### config.mk
export PLATFORM = sky130hd
export DESIGN_NAME = tap_result_arbiter
export DESIGN_NICKNAME = d
export VERILOG_FILES = /design/src/rtl/tap_arb_pkg.sv /design/src/rtl/rr_grant_picker.sv /design/src/rtl/tap_result_arbiter.sv
export SDC_FILE = /design/constraint.sdc
export NUM_CORES = 1
export LEC_CHECK = 0
export ABC_AREA = 1
export CAP_MARGIN = 20
export CORE_MARGIN = 1.5
export CORE_UTILIZATION = 37
export CTS_BUF_LIST = sky130_fd_sc_hd__clkbuf_4
export CTS_CLUSTER_SIZE = 16
export DETAILED_ROUTE_END_ITERATION = 8
export PLACE_DENSITY = 0.77
export SLEW_MARGIN = 20
export SYNTH_ARGS = -nofsm -noshare
export SYNTH_HDL_FRONTEND = slang
export SYNTH_SLANG_ARGS = --single-unit
### constraint.sdc
create_clock -name tck -period 1.77 [get_ports tck]
set_clock_uncertainty 0.05 [all_clocks]
set_input_delay 0.2655 -clock tck [delete_from_list [all_inputs] [get_ports tck]]
set_output_delay 0.2655 -clock tck [all_outputs]
set_load 0.05 [all_outputs]
### src/rtl/tap_arb_pkg.sv
// Shared types and helpers for the TAP result arbiter and related schedulers.
package tap_arb_pkg;

  typedef enum logic {
    ARB  = 1'b0,
    LOCK = 1'b1
  } arb_state_t;

  // Width of a requester index; never narrower than one bit.
  function automatic int src_width(input int num_req);
    return (num_req <= 1) ? 1 : $clog2(num_req);
  endfunction

endpackage

### src/rtl/rr_grant_picker.sv
// Combinational round-robin priority encoder: first set request at or above ptr, modulo NUM_REQ.
module rr_grant_picker #(
  parameter int NUM_REQ = 4,
  parameter int PTR_W   = 2
) (
  input  logic [NUM_REQ-1:0] req,
  input  logic [PTR_W-1:0]   ptr,
  output logic [PTR_W-1:0]   grant,
  output logic               grant_valid
);

  int unsigned idx;

  // Scan from ptr upward with wraparound; the first hit wins.
  always_comb begin
    grant       = '0;
    grant_valid = 1'b0;
    idx         = 0;
    for (int unsigned k = 0; k < NUM_REQ; k++) begin
      idx = (32'(ptr) + k) % NUM_REQ;
      if (!grant_valid && req[idx]) begin
        grant       = PTR_W'(idx);
        grant_valid = 1'b1;
      end
    end
  end

endmodule

### src/rtl/tap_result_arbiter.sv
// Round-robin arbiter sharing the outbound byte channel to tap_encoder.
// Optional packet locking is enabled with the TAP_ARB_LOCK_EN macro.
module tap_result_arbiter
  import tap_arb_pkg::*;
#(
  parameter int DATA_WIDTH = 8,
  parameter int NUM_REQ    = 4
) (
  input  logic                          tck,
  input  logic                          test_logic_reset,
  input  logic [NUM_REQ-1:0]            req_valid,
  input  logic [NUM_REQ*DATA_WIDTH-1:0] req_data,
  input  logic [NUM_REQ-1:0]            req_last,
  output logic [NUM_REQ-1:0]            req_ready,
  output logic [DATA_WIDTH-1:0]         out_data,
  output logic                          out_valid,
  input  logic                          out_ready,
  output logic [src_width(NUM_REQ)-1:0] out_src
);

  localparam int SW = src_width(NUM_REQ);

  arb_state_t    state;
  arb_state_t    state_next;
  logic [SW-1:0] ptr;
  logic [SW-1:0] ptr_next;
  logic [SW-1:0] pick_idx;
  logic          pick_valid;
  logic [SW-1:0] grant;
  logic          grant_valid;
  logic          load_en;
  logic          accept;
  logic          ptr_adv;

  rr_grant_picker #(
    .NUM_REQ (NUM_REQ),
    .PTR_W   (SW)
  ) u_picker (
    .req         (req_valid),
    .ptr         (ptr),
    .grant       (pick_idx),
    .grant_valid (pick_valid)
  );

  assign load_en  = !out_valid || out_ready;
  assign accept   = load_en && grant_valid;
  assign ptr_next = (grant == SW'(NUM_REQ - 1)) ? '0 : grant + 1'b1;

`ifdef TAP_ARB_LOCK_EN
  logic [SW-1:0] lock_idx;

  // Remember which requester owns the channel while a packet is in flight.
  always_ff @(posedge tck) begin
    if (test_logic_reset) begin
      lock_idx <= '0;
    end else if (accept && state == ARB) begin
      lock_idx <= grant;
    end
  end

  // Next-state: lock on a non-final beat, release on the locked requester's final beat.
  always_comb begin
    state_next = state;
    unique case (state)
      ARB:  if (accept && !req_last[grant]) state_next = LOCK;
      LOCK: if (accept &&  req_last[grant]) state_next = ARB;
      default: state_next = ARB;
    endcase
  end

  // Grant selection: picker in ARB, forced to the locked requester in LOCK.
  always_comb begin
    grant       = pick_idx;
    grant_valid = pick_valid;
    if (state == LOCK) begin
      grant       = lock_idx;
      grant_valid = req_valid[lock_idx];
    end
  end

  // Pointer moves only when a packet completes (single beat or the unlocking beat).
  assign ptr_adv = accept && req_last[grant];
`else
  logic unused_last;
  assign unused_last = ^req_last;

  // Without packet locking the machine never leaves ARB.
  always_comb begin
    state_next = ARB;
  end

  // Grant selection: picker output, gated by the (permanent) ARB state.
  always_comb begin
    grant       = pick_idx;
    grant_valid = pick_valid && (state == ARB);
  end

  assign ptr_adv = accept;
`endif

  // State register.
  always_ff @(posedge tck) begin
    if (test_logic_reset) begin
      state <= ARB;
    end else begin
      state <= state_next;
    end
  end

  // Ready is one-hot on the granted requester whenever the output register can load.
  always_comb begin
    req_ready = '0;
    for (int unsigned i = 0; i < NUM_REQ; i++) begin
      req_ready[i] = accept && (grant == SW'(i));
    end
  end

  // One-deep output register and round-robin pointer.
  always_ff @(posedge tck) begin
    if (test_logic_reset) begin
      out_valid <= 1'b0;
      out_data  <= '0;
      out_src   <= '0;
      ptr       <= '0;
    end else begin
      if (accept) begin
        out_data  <= req_data[grant*DATA_WIDTH +: DATA_WIDTH];
        out_src   <= grant;
        out_valid <= 1'b1;
      end else if (out_ready) begin
        out_valid <= 1'b0;
      end
      if (ptr_adv) begin
        ptr <= ptr_next;
      end
    end
  end

endmodule

==> run_results.csv, run 1 <==
group,metric,value,unit
clock_tree,worstSkewPairLatency,0.29,ns
grt,grt_max_degree,13,
yosys,synth_cells,194,
grt,grt_pass1_wl,6210,um
sta,finalSetupViolCount,17,
min_path,hp-start,"out_src[1]",
power_and_ir_drop,p_leak,0.00109,uW
power_and_ir_drop,internal_power,2510,uW
worst_setup_path,worstSetupStartpointType,"input port",
outcome,status,"complete, but fails checks",
layout,num_antenna_cells,0,
clock_tree,clk_pin_slew,0.08,ns
layout,multi_input_area,862,um^2
grt,overflow,0,
sta,layout_min_cycle_time,2.26,ns
yosys,yosysWarningCount,0,
sta,setup_slack,-0.492,ns
min_path,hold_class,"reg -> reg",
worst_setup_path,criticalPathCategory,"in -> out",
worst_setup_path,cpPeakStageDelay,0.49,ns
power_and_ir_drop,p_sw,2740,uW
floorplan,die_h,57.8,um
power_and_ir_drop,p_seq_share,10.3,%
sta,rsz0062_at_grt,"yes",
sta,maxSlewHeadroom,67.4,%
floorplan,fp-row-count,19,
power_and_ir_drop,cellPowerDensity,2410,nW/um^2
layout,fillers,197,
layout,seqCellArea,268,um^2
clock_tree,cts_root_buf,"clkbuf_4",
worst_setup_path,path_buf_inv,5,
floorplan,num_io_pins,58,
worst_setup_path,cp_max_fo,5,
drt,ant_nets,0,
grt,grt_pass1_vias,1435,
drt,first_pass_iters,6,
placement,port_buffers,53,
sta,tightest_slew,0.487,ns
sta,fin_setup_tns,-4.47,ns
outcome,violations,"DRC, setup timing",
yosys,syn_nets,238,
layout,final_common_cell,"buf_4",
worst_setup_path,cp-startpoint,"req_valid[3]",
floorplan,die_w,57.8,um
yosys,yosysTopAreaCellShare,23.4,%
placement,dp_cells,291,
yosys,synthTopCellsByArea,"dfxtp_1 23%, nand2_1 18%, nor2_1 13%",
yosys,syn_avg_cell_area,5.73,um^2
drt,vias_per_cell,4.92,
layout,final_util,77.6,%
drt,drcViolationCount,2,
power_and_ir_drop,p_clk_share,3.8,%
sta,whs,0.440,ns
floorplan,start_util,39.7,%
worst_setup_path,cpMaxStageDelayCell,"clkdlybuf4s50_1",
drt,drt_iter0_drc,67,
grt,antenna_found_initial,0,
layout,syn_to_final_growth,95.6,%
yosys,ys_seq_area_share,23.4,%
layout,final_cell_mix,"39 x buf_4, 36 x clkdlybuf4s50_1, 33 x nor2_1, 26 x inv_1, 25 x nand2_2",
sta,min_period_over_period,128,%
worst_setup_path,cp_cell_sequence,"clkdlybuf4s50_1, inv_2, nand2_1, nand3_1, nand2_2, buf_4, nand3_2, nand3_4, buf_4, nand2_4, nor2_4, buf_12",
power_and_ir_drop,power,5250,uW
worst_setup_path,end_kind,"output port",
sta,finalHoldViolCount,0,
yosys,yosys.cell_types.count,22,
yosys,yosys_register_bits,13,
drt,vias,1531,
sta,maxSlewViolCount,0,
clock_tree,cts.sinks,13,
clock_tree,cts-htree-levels,1,
sta,max_freq,0.442,GHz
clock_tree,cts_buffer_depth,2,
clock_tree,cts_tree,"yes",
layout,fin_nets,325,
placement,dp_hpwl,2440,um
drt,wirelength,4150,um
yosys,yosysTopAreaCell,"dfxtp_1",
worst_setup_path,arrival,1.95,ns
clock_tree,cts_made_buffers,3,
power_and_ir_drop,p_comb_share,86.0,%
worst_setup_path,cp_common_cell,"buf_4",
yosys,synth_area,1110,um^2
flow_run,maxCapViolations,0,
worst_setup_path,crit_family,"buffers and inverters",
floorplan,die_area,3340,um^2
worst_setup_path,r2r_start,"ptr[0]",
layout,stdcell_count,311,
power_and_ir_drop,vdd_drop_max,1.12,mV
worst_setup_path,worstPathRequired,1.45,ns
power_and_ir_drop,swShare,52.1,%
floorplan,core,2810,um^2
layout,drive_above_1_share,42.1,%
drt,drt-wirelength-per-cell,13.3,um
worst_setup_path,rrSetupSlack,-0.34,ns
placement,routabilityCongestion,0.894,
grt,grt.total_usage,24.1,%
## metrics by stage
stage / worst slack, ns / area, um^2
floorplan: -0.233 / 1210
global placement: -0.426 / 1880
detailed placement: -0.433 / 1880
CTS: -0.432 / 2060
global route: -0.573 / 2180
finish: -0.492 / 2180
## worst min-delay path, stage by stage, from the launching register on
cell	delay (ns)
dfxtp_1	0.32
nand2_1	0.07
a21oi_1	0.06
## synth_stat cells (all sizes together)
master and n:
a211oi 1, a21oi 3, a31oi 1, buf 5, clkbuf 1, dfxtp 13, ha 1, inv 35
nand2 55, nand3 13, nand4 2, nor2 40, nor3 1, o21ai 23
## final cells by class
cell class	count	share of cell area (%)
clock inverters	1	0.230
well taps	31	1.78
inverters	35	6.61
repair buffers	88	38.4
multi-input cells	140	39.6
clock buffers	3	1.04
flip-flops and latches	13	12.3
## worst paths after layout
| kind | endpoint | cells past startpoint |
|---|---|---|
| setup / recovery | req_ready[3] | 12 |
| hold / removal | out_src[1] | 2 |
| setup reg to reg | out_data[2] | 11 |
| hold reg to reg | out_src[1] | 2 |
## power groups by stage
stage	combinational [uW]	clock, uW	sequential (uW)
2_1_floorplan	2080	0	828
3_3_place_gp	3530	0	531
3_5_place_dp	3560	0	532
4_1_cts	4060	200	530
5_1_grt	4810	214	551
6_report	4510	199	539
## registers in the layout (all words and copies together), names as in the netlist
name and cells:
ptr 2, out_valid 1, out_src 2, out_data 8
## kinds of logic (layout without fill, tap and decap cells)
family	count (synthesis)	after routing	share of synthesized area (%)
simple gates	111	111	44.4
buf+inv	41	127	17.7
compound gates	28	28	13.4
flops	13	13	23.4
fa+ha+maj	1	1	1.12
## layer usage
layer  global-route usage (%)  up-vias  share of wire [%]
met5                        0        -                  0
met4                     9.97        0                2.9
met3                     4.91       12                5.3
met2                     41.7       52                 53
met1                     28.8      696                 39
li1                         -      771                  -
## repair_timing
| action | CTS | global route |
|---|---|---|
| gates resized for setup | 27 | 27 |
| buffers inserted | 9 | 6 |
| pin swaps | 14 | 5 |
| hold buffers | 0 | 0 |
| setup endpoints to repair | 14 | 17 |
| cloned | 1 | 0 |
(Power assumes the default switching activity.)
==> inputs of run 2 (changes only) <==
--- a/config.mk
+++ b/config.mk
@@ -10,3 +10,3 @@
 export CORE_MARGIN = 1.5
-export CORE_UTILIZATION = 37
+export CORE_UTILIZATION = 59
 export CTS_BUF_LIST = sky130_fd_sc_hd__clkbuf_4
@@ -14,3 +14,4 @@
 export DETAILED_ROUTE_END_ITERATION = 8
-export PLACE_DENSITY = 0.77
+export DONT_BUFFER_PORTS = 1
+export PLACE_DENSITY = 0.76
 export SLEW_MARGIN = 20
==> constraint.sdc (replaced) <==
create_clock -name tck -period 1.77 [get_ports tck]
set_clock_uncertainty 0.05 [all_clocks]
set_input_delay 0.354 -clock tck [delete_from_list [all_inputs] [get_ports tck]]
set_output_delay 0.354 -clock tck [all_outputs]
set_load 0.05 [all_outputs]
==> run 2 against run 1 <==
  * The flow now stops in global routing (5_1_grt)
  * Synthesized area unchanged
  * Synthesized cell count unchanged
==> run_results.csv, run 2 <==
group,metric,value,unit
yosys,synth_edf_count,0,
yosys,synth_area,1110,um^2
outcome,status,"stopped before the end",
yosys,ys_seq_area_share,23.4,%
yosys,synth-async-reset-ratio,0,%
yosys,yosysTopAreaCell,"dfxtp_1",
clock_tree,cts.sinks,13,
placement,port_buffers,0,
floorplan,fp-row-count,15,
yosys,synthTopCellsByArea,"dfxtp_1 23%, nand2_1 18%, nor2_1 13%",
floorplan,num_io_pins,58,
floorplan,start_util,63.7,%
yosys,yosysWarningCount,0,
grt,overflow,12,
outcome,haltStage,"global routing (5_1_grt)",
yosys,yosys.cell_types.count,22,
clock_tree,cts_made_buffers,3,
floorplan,die_h,46.4,um
outcome,error_line,"[ERROR GRT-0232] Routing congestion too high. Check the congestion heatmap in the GUI.",
clock_tree,cts_buffer_depth,2,
grt,grt_max_degree,13,
yosys,syn_avg_cell_area,5.73,um^2
yosys,yosys_most_used_dff,"dfxtp_1",
yosys,synthTopCellsByCount,"52 x nand2_1, 39 x nor2_1, 32 x inv_1, 13 x dfxtp_1, 13 x o21ai_1",
grt,grt.total_usage,64.8,%
yosys,yosysTopAreaCellShare,23.4,%
yosys,yosys_register_bits,13,
clock_tree,cts_root_buf,"clkbuf_4",
sta,worstEndpointType,"output port",
yosys,synth_most_common_cell,"nand2_1",
yosys,synth_cells,194,
sta,crit_endpoint,"req_ready[2]",
placement,dp_hpwl,2210,um
placement,place_ws,-0.294,ns
floorplan,die_w,46.4,um
yosys,syn_nets,238,
placement,routabilityCongestion,0.786,
clock_tree,cts-htree-levels,1,
## run 2: metal layers
| metal | track usage [%] | overflow |
|---|---|---|
| met1 | 55.3 | 0 |
| met2 | 90.0 | 7 |
| met5 | 0 | 0 |
| met4 | 72.0 | 5 |
| met3 | 49.0 | 0 |
## run 2: logic make-up after synthesis
logic type	after synthesis	share of synthesized area [%]
adder cells (fa/ha/maj)	1	1.12
buffers and inverters	41	17.7
AO/OA/AOI/OAI	28	13.4
flip-flops	13	23.4
AND/OR/NAND/NOR	111	44.4
## run 2: what timing repair did
item / in CTS
hold buffers: 0
gates resized for setup: 25
pin swaps: 6
buffers inserted: 4
gates cloned: 1
setup endpoints to repair: 14
## run 2: through the flow
step                      TNS (ns)  hold slack (ns)  instance area [um^2]  std cells  utilization [%]
after global placement       -1.86            0.372                  1390        235             79.8
after CTS                    -3.28           0.0782                  1550        244             88.6
after detailed placement     -2.89            0.378                  1390        235             79.8
after floorplan              -1.05            0.467                  1210        194                -
==> inputs of run 3 (changes only) <==
CORE_AREA = 2 2 63 65   (was default)
CORE_MARGIN = default   (was 1.5)
CORE_UTILIZATION = default   (was 59)
CTS_BUF_LIST = default   (was sky130_fd_sc_hd__clkbuf_4)
CTS_CLUSTER_SIZE = default   (was 16)
DIE_AREA = 0 0 65 67   (was default)
PLACE_DENSITY = default   (was 0.76)
PLACE_DENSITY_LB_ADDON = 0.15   (was default)
clock period = 2.3 ns   (was 1.77 ns; I/O delays follow)
==> run 3 against run 2 <==
  * The flow now finishes, with violations (setup timing)
==> run_results.csv, run 3 (same netlist as run 1, synthesis figures left out) <==
group,metric,value,unit
drt,drt_iter0_drc,36,
clock_tree,cts_made_buffers,3,
drt,met3_length,200,um
drt,vias_per_cell,4.46,
placement,port_buffers,0,
clock_tree,clk_pin_slew,0.06,ns
floorplan,fp-row-count,22,
floorplan,core,3610,um^2
sta,layout_min_cycle_time,2.37,ns
sta,min_period_over_period,103,%
floorplan,die_area,4360,um^2
floorplan,die_h,67,um
clock_tree,cts_tree,"yes",
flow_run,maxCapViolations,0,
worst_setup_path,cp_max_fo,10,
grt,grt_max_degree,23,
sta,rsz0062_at_grt,"yes",
clock_tree,cts-htree-levels,1,
layout,largest_reg_flops,8,
drt,wirelength,2750,um
sta,finalSetupViolCount,3,
drt,met2WireLength,1400,um
clock_tree,worstSkewPairLatency,0.24,ns
grt,grt_pass1_wl,4440,um
clock_tree,cts_buffer_depth,2,
worst_setup_path,criticalPathCategory,"reg -> out",
drt,drcViolationCount,0,
worst_setup_path,worstPathRequired,1.79,ns
placement,dp_cells,247,
worst_setup_path,worstSetupStartpointType,"flop",
sta,maxSlewHeadroom,64.7,%
worst_setup_path,r2r_cells,15,
drt,first_pass_iters,4,
drt,drt-wirelength-per-cell,10.8,um
placement,dp_hpwl,2170,um
clock_tree,cts_root_buf,"clkbuf_8",
outcome,status,"complete, but fails checks",
drt,vias,1137,
floorplan,start_util,30.8,%
worst_setup_path,arrival,1.86,ns
grt,grt_pass1_vias,1037,
min_path,hold_class,"in -> reg",
worst_setup_path,end_kind,"output port",
sta,tightest_slew,0.528,ns
layout,stdcell_count,255,
sta,max_freq,0.423,GHz
grt,overflow,0,
sta,finalHoldViolCount,0,
layout,num_antenna_cells,0,
layout,final_cell_mix,"46 x nand2_1, 34 x nor2_1, 31 x inv_1, 13 x o21ai_1, 11 x dfxtp_1",
drt,wl_met1,1130,um
sta,maxSlewViolCount,0,
layout,reg_top3,"out_data x8, out_src x2, ptr x2",
worst_setup_path,cpMaxStageDelayCell,"dfxtp_2",
clock_tree,cts_hold_buf,0,
layout,final_util,39.2,%
drt,ant_nets,0,
layout,largest_register,"out_data",
outcome,violations,"setup timing",
grt,grt.total_usage,13.1,%
layout,fin_nets,252,
min_path,min_path_cells,1,
sta,setup_slack,-0.0651,ns
layout,syn_to_final_growth,27.0,%
grt,antenna_found_initial,0,
placement,routabilityCongestion,0.826,
layout,final_common_cell,"nand2_1",
drt,top_layer_used,"met4",
worst_setup_path,cpPeakStageDelay,0.32,ns
floorplan,die_w,65,um
floorplan,num_io_pins,58,
clock_tree,cts.sinks,13,
layout,drive_above_1_share,23.2,%
worst_setup_path,cp_cell_sequence,"buf_12, inv_8, nand2_1, nand3_2, nand2_2, nor2_4, nand3_4, nand3_4, ha_4, inv_2, nor2_4, buf_12",
==> run 3: final cells by class <==
| class | count | area [um^2] |
|---|---|---|
| timing repair buffer | 15 | 170 |
| clock buffer | 4 | 45.0 |
| sequential | 13 | 263 |
| inverter | 35 | 141 |
| multi-input combinational | 140 | 733 |
| tap | 48 | 60.1 |
| fill | 393 | 2190 |
==> run 3: path summary, 6_finish.rpt <==
path                                       start      endpoint  slack [ns]
worst min register to register            ptr[1]        ptr[1]        0.53
worst max-delay path                      ptr[0]  req_ready[2]       -0.07
worst max register to register            ptr[0]   out_data[1]        0.29
worst min-delay path            test_logic_reset        ptr[0]        0.23
==> run 3: metrics by stage <==
step | cell area (um^2) | setup WS [ns] | setup TNS [ns] | hold WS [ns]
CTS | 1360 | -0.0928 | -0.255 | 0.225
global route | 1410 | -0.203 | -0.699 | 0.221
finish | 1410 | -0.0651 | -0.112 | 0.232
global placement | 1260 | 0.0669 | 0 | 0.485
floorplan | 1130 | -0.121 | -0.121 | 0.500
detailed placement | 1260 | 0.0692 | 0 | 0.486
==> run 3: worst max-delay path, delay by kind of cell, from the launching register on <==
family                   cells  cell delay, ns
AND/OR/NAND/NOR              7            0.75
buffers and inverters        4            0.40
flip-flops                   1            0.32
adder cells (fa/ha/maj)      1            0.14
==> run 3: what timing repair did <==
item / 4_1_cts / 5_1_grt
setup buffers: 3 / 1
gates resized for setup: 11 / 11
endpoints found under the setup margin: 4 / 4
pin swaps: 4 / 5
==> run 3: metal layers <==
metal | GRT usage [%] | vias up
met4 | 3.99 | 0
met5 | 0 | -
met2 | 23.8 | 34
met1 | 14.5 | 483
li1 | - | 618
met3 | 3.89 | 2
Power of run 3 is left out: the tool's default activity adds up to more than one toggle a clock period on the data nets, which glitch-free logic cannot reach.
==> inputs of run 4 (changes only) <==
clock period = 2.8 ns   (was 2.3 ns; I/O delays follow)
==> run 4 against run 3 <==
  * Highest routed layer is now met3
  * The run now ends clean
  * Sequential cell count unchanged
  * Wire length decreased by 3.6%
  * Worst hold slack improved by 0.088 ns
==> run_results.csv, run 4 (same netlist as run 1, synthesis figures left out) <==
group,metric,value,unit
outcome,status,"finished clean",
placement,dp_hpwl,2080,um
worst_setup_path,rrSetupSlack,0.84,ns
grt,grt_pass1_wl,4490,um
placement,routabilityCongestion,0.733,
clock_tree,cts_hold_buf,0,
drt,ant_nets,0,
floorplan,fp-row-count,22,
layout,largest_register,"out_data",
worst_setup_path,criticalPathCategory,"reg -> out",
layout,design_area,1240,um^2
layout,final_cell_mix,"52 x nand2_1, 38 x nor2_1, 32 x inv_1, 13 x o21ai_1, 11 x dfxtp_1",
clock_tree,cts_tree,"yes",
worst_setup_path,crit_family,"simple AND/OR/NAND/NOR gates",
layout,largest_reg_flops,8,
layout,drive_above_1_share,13.6,%
drt,drt_iter0_drc,60,
layout,seqCellArea,265,um^2
drt,vias_per_cell,4.43,
sta,setup_slack,0.228,ns
worst_setup_path,cpPeakStageDelay,0.39,ns
clock_tree,cts.sinks,13,
floorplan,num_io_pins,58,
worst_setup_path,worstSetupStartpointType,"flop",
layout,reg_top3,"out_data x8, out_src x2, ptr x2",
clock_tree,cts_setup_buffers,0,
sta,min_period_over_period,91.8,%
sta,layout_min_cycle_time,2.57,ns
grt,grt_max_degree,27,
floorplan,die_w,65,um
power_and_ir_drop,vdd_drop_max,0.529,mV
clock_tree,cts_buffer_depth,2,
worst_setup_path,arrival,1.96,ns
grt,grt_pass1_vias,1043,
worst_setup_path,cp_max_fo,10,
placement,port_buffers,0,
worst_setup_path,cpMaxStageDelayCell,"dfxtp_4",
drt,drcViolationCount,0,
sta,maxSlewViolCount,0,
clock_tree,cts_made_buffers,3,
floorplan,start_util,30.8,%
layout,num_antenna_cells,0,
worst_setup_path,path_buf_inv,3,
sta,fin_setup_tns,0,ns
power_and_ir_drop,power,2050,uW
layout,fillers,424,
clock_tree,clk_pin_slew,0.06,ns
layout,final_common_cell,"nand2_1",
flow_run,maxCapViolations,0,
sta,finalHoldViolCount,0,
power_and_ir_drop,cellPowerDensity,1650,nW/um^2
drt,vias,1093,
power_and_ir_drop,p_leak,0.000676,uW
grt,overflow,0,
sta,tightest_slew,0.527,ns
grt,grt.total_usage,13.2,%
min_path,hold_class,"in -> reg",
sta,rsz0062_at_grt,"no",
drt,wirelength,2650,um
grt,antenna_found_initial,0,
clock_tree,cts-htree-levels,1,
layout,multi_input_area,663,um^2
clock_tree,cts_root_buf,"clkbuf_8",
drt,first_pass_iters,4,
floorplan,die_area,4360,um^2
worst_setup_path,cp_cell_sequence,"inv_6, nand2_1, nand3_1, nand2_1, nor2_4, nand3_4, nand3_4, ha_1, inv_1, nor2_2, buf_12",
sta,finalSetupViolCount,0,
worst_setup_path,worstPathRequired,2.19,ns
floorplan,die_h,67,um
drt,drt-wirelength-per-cell,10.7,um
sta,max_freq,0.389,GHz
placement,post_dp_cell_area,1180,um^2
placement,place_ws,0.237,ns
floorplan,core,3610,um^2
sta,maxSlewHeadroom,64.8,%
worst_setup_path,end_kind,"output port",
clock_tree,worstSkewPairLatency,0.24,ns
layout,fin_nets,244,
layout,syn_to_final_growth,11.4,%
## run 4: routing by layer
metal	GRT usage, %	share of wire (%)	vias up
met5	0	0	-
met4	5.32	0	0
met3	3.21	6.7	0
met2	23.2	50	40
met1	15.2	43	448
li1	-	-	605
## run 4: area by class of cell
class	count	share of cell area, %
multi-input combinational	140	53.5
tap	48	4.85
inverter	35	11.2
clock inverter	1	0.404
clock buffer	3	3.33
timing repair buffer	7	5.25
sequential	13	21.4
## run 4: metrics by stage
stage,hold WS (ns),cells,util [%]
2_1_floorplan,0.500,194,-
3_3_place_gp,0.553,243,32.9
3_5_place_dp,0.548,243,32.9
4_1_cts,0.316,247,34.2
5_1_grt,0.317,247,34.4
6_report,0.320,247,34.4
## run 4: final timing paths
| path | depth (start not counted) | endpoint | startpoint |
|---|---|---|---|
| worst max-delay path | 11 | req_ready[2] | ptr[0] |
| worst min-delay path | 1 | ptr[0] | test_logic_reset |
| worst max register to register | 11 | out_data[3] | ptr[0] |
| worst min register to register | 2 | ptr[1] | ptr[1] |
## run 4: what timing repair did
action	CTS	global route
setup endpoints to repair	3	3
gates resized for setup	1	4
pin swaps	0	0
## run 4: power by group
group	internal, uW	total [uW]	switching (uW)
clock network	98.3	171	72.6
logic	439	1330	892
registers	269	544	275
total	806	2050	1240
## run 4: worst register-to-register path: stages (launching register included)
cell and delay [ns]:
dfxtp_4 0.39, inv_6 0.10, nand2_1 0.07, nand3_1 0.09
nand2_1 0.11, nor2_4 0.16, nand3_4 0.12, nand3_4 0.16
buf_4 0.27, o21ai_0 0.11, o21ai_0 0.15, nor2_1 0.05
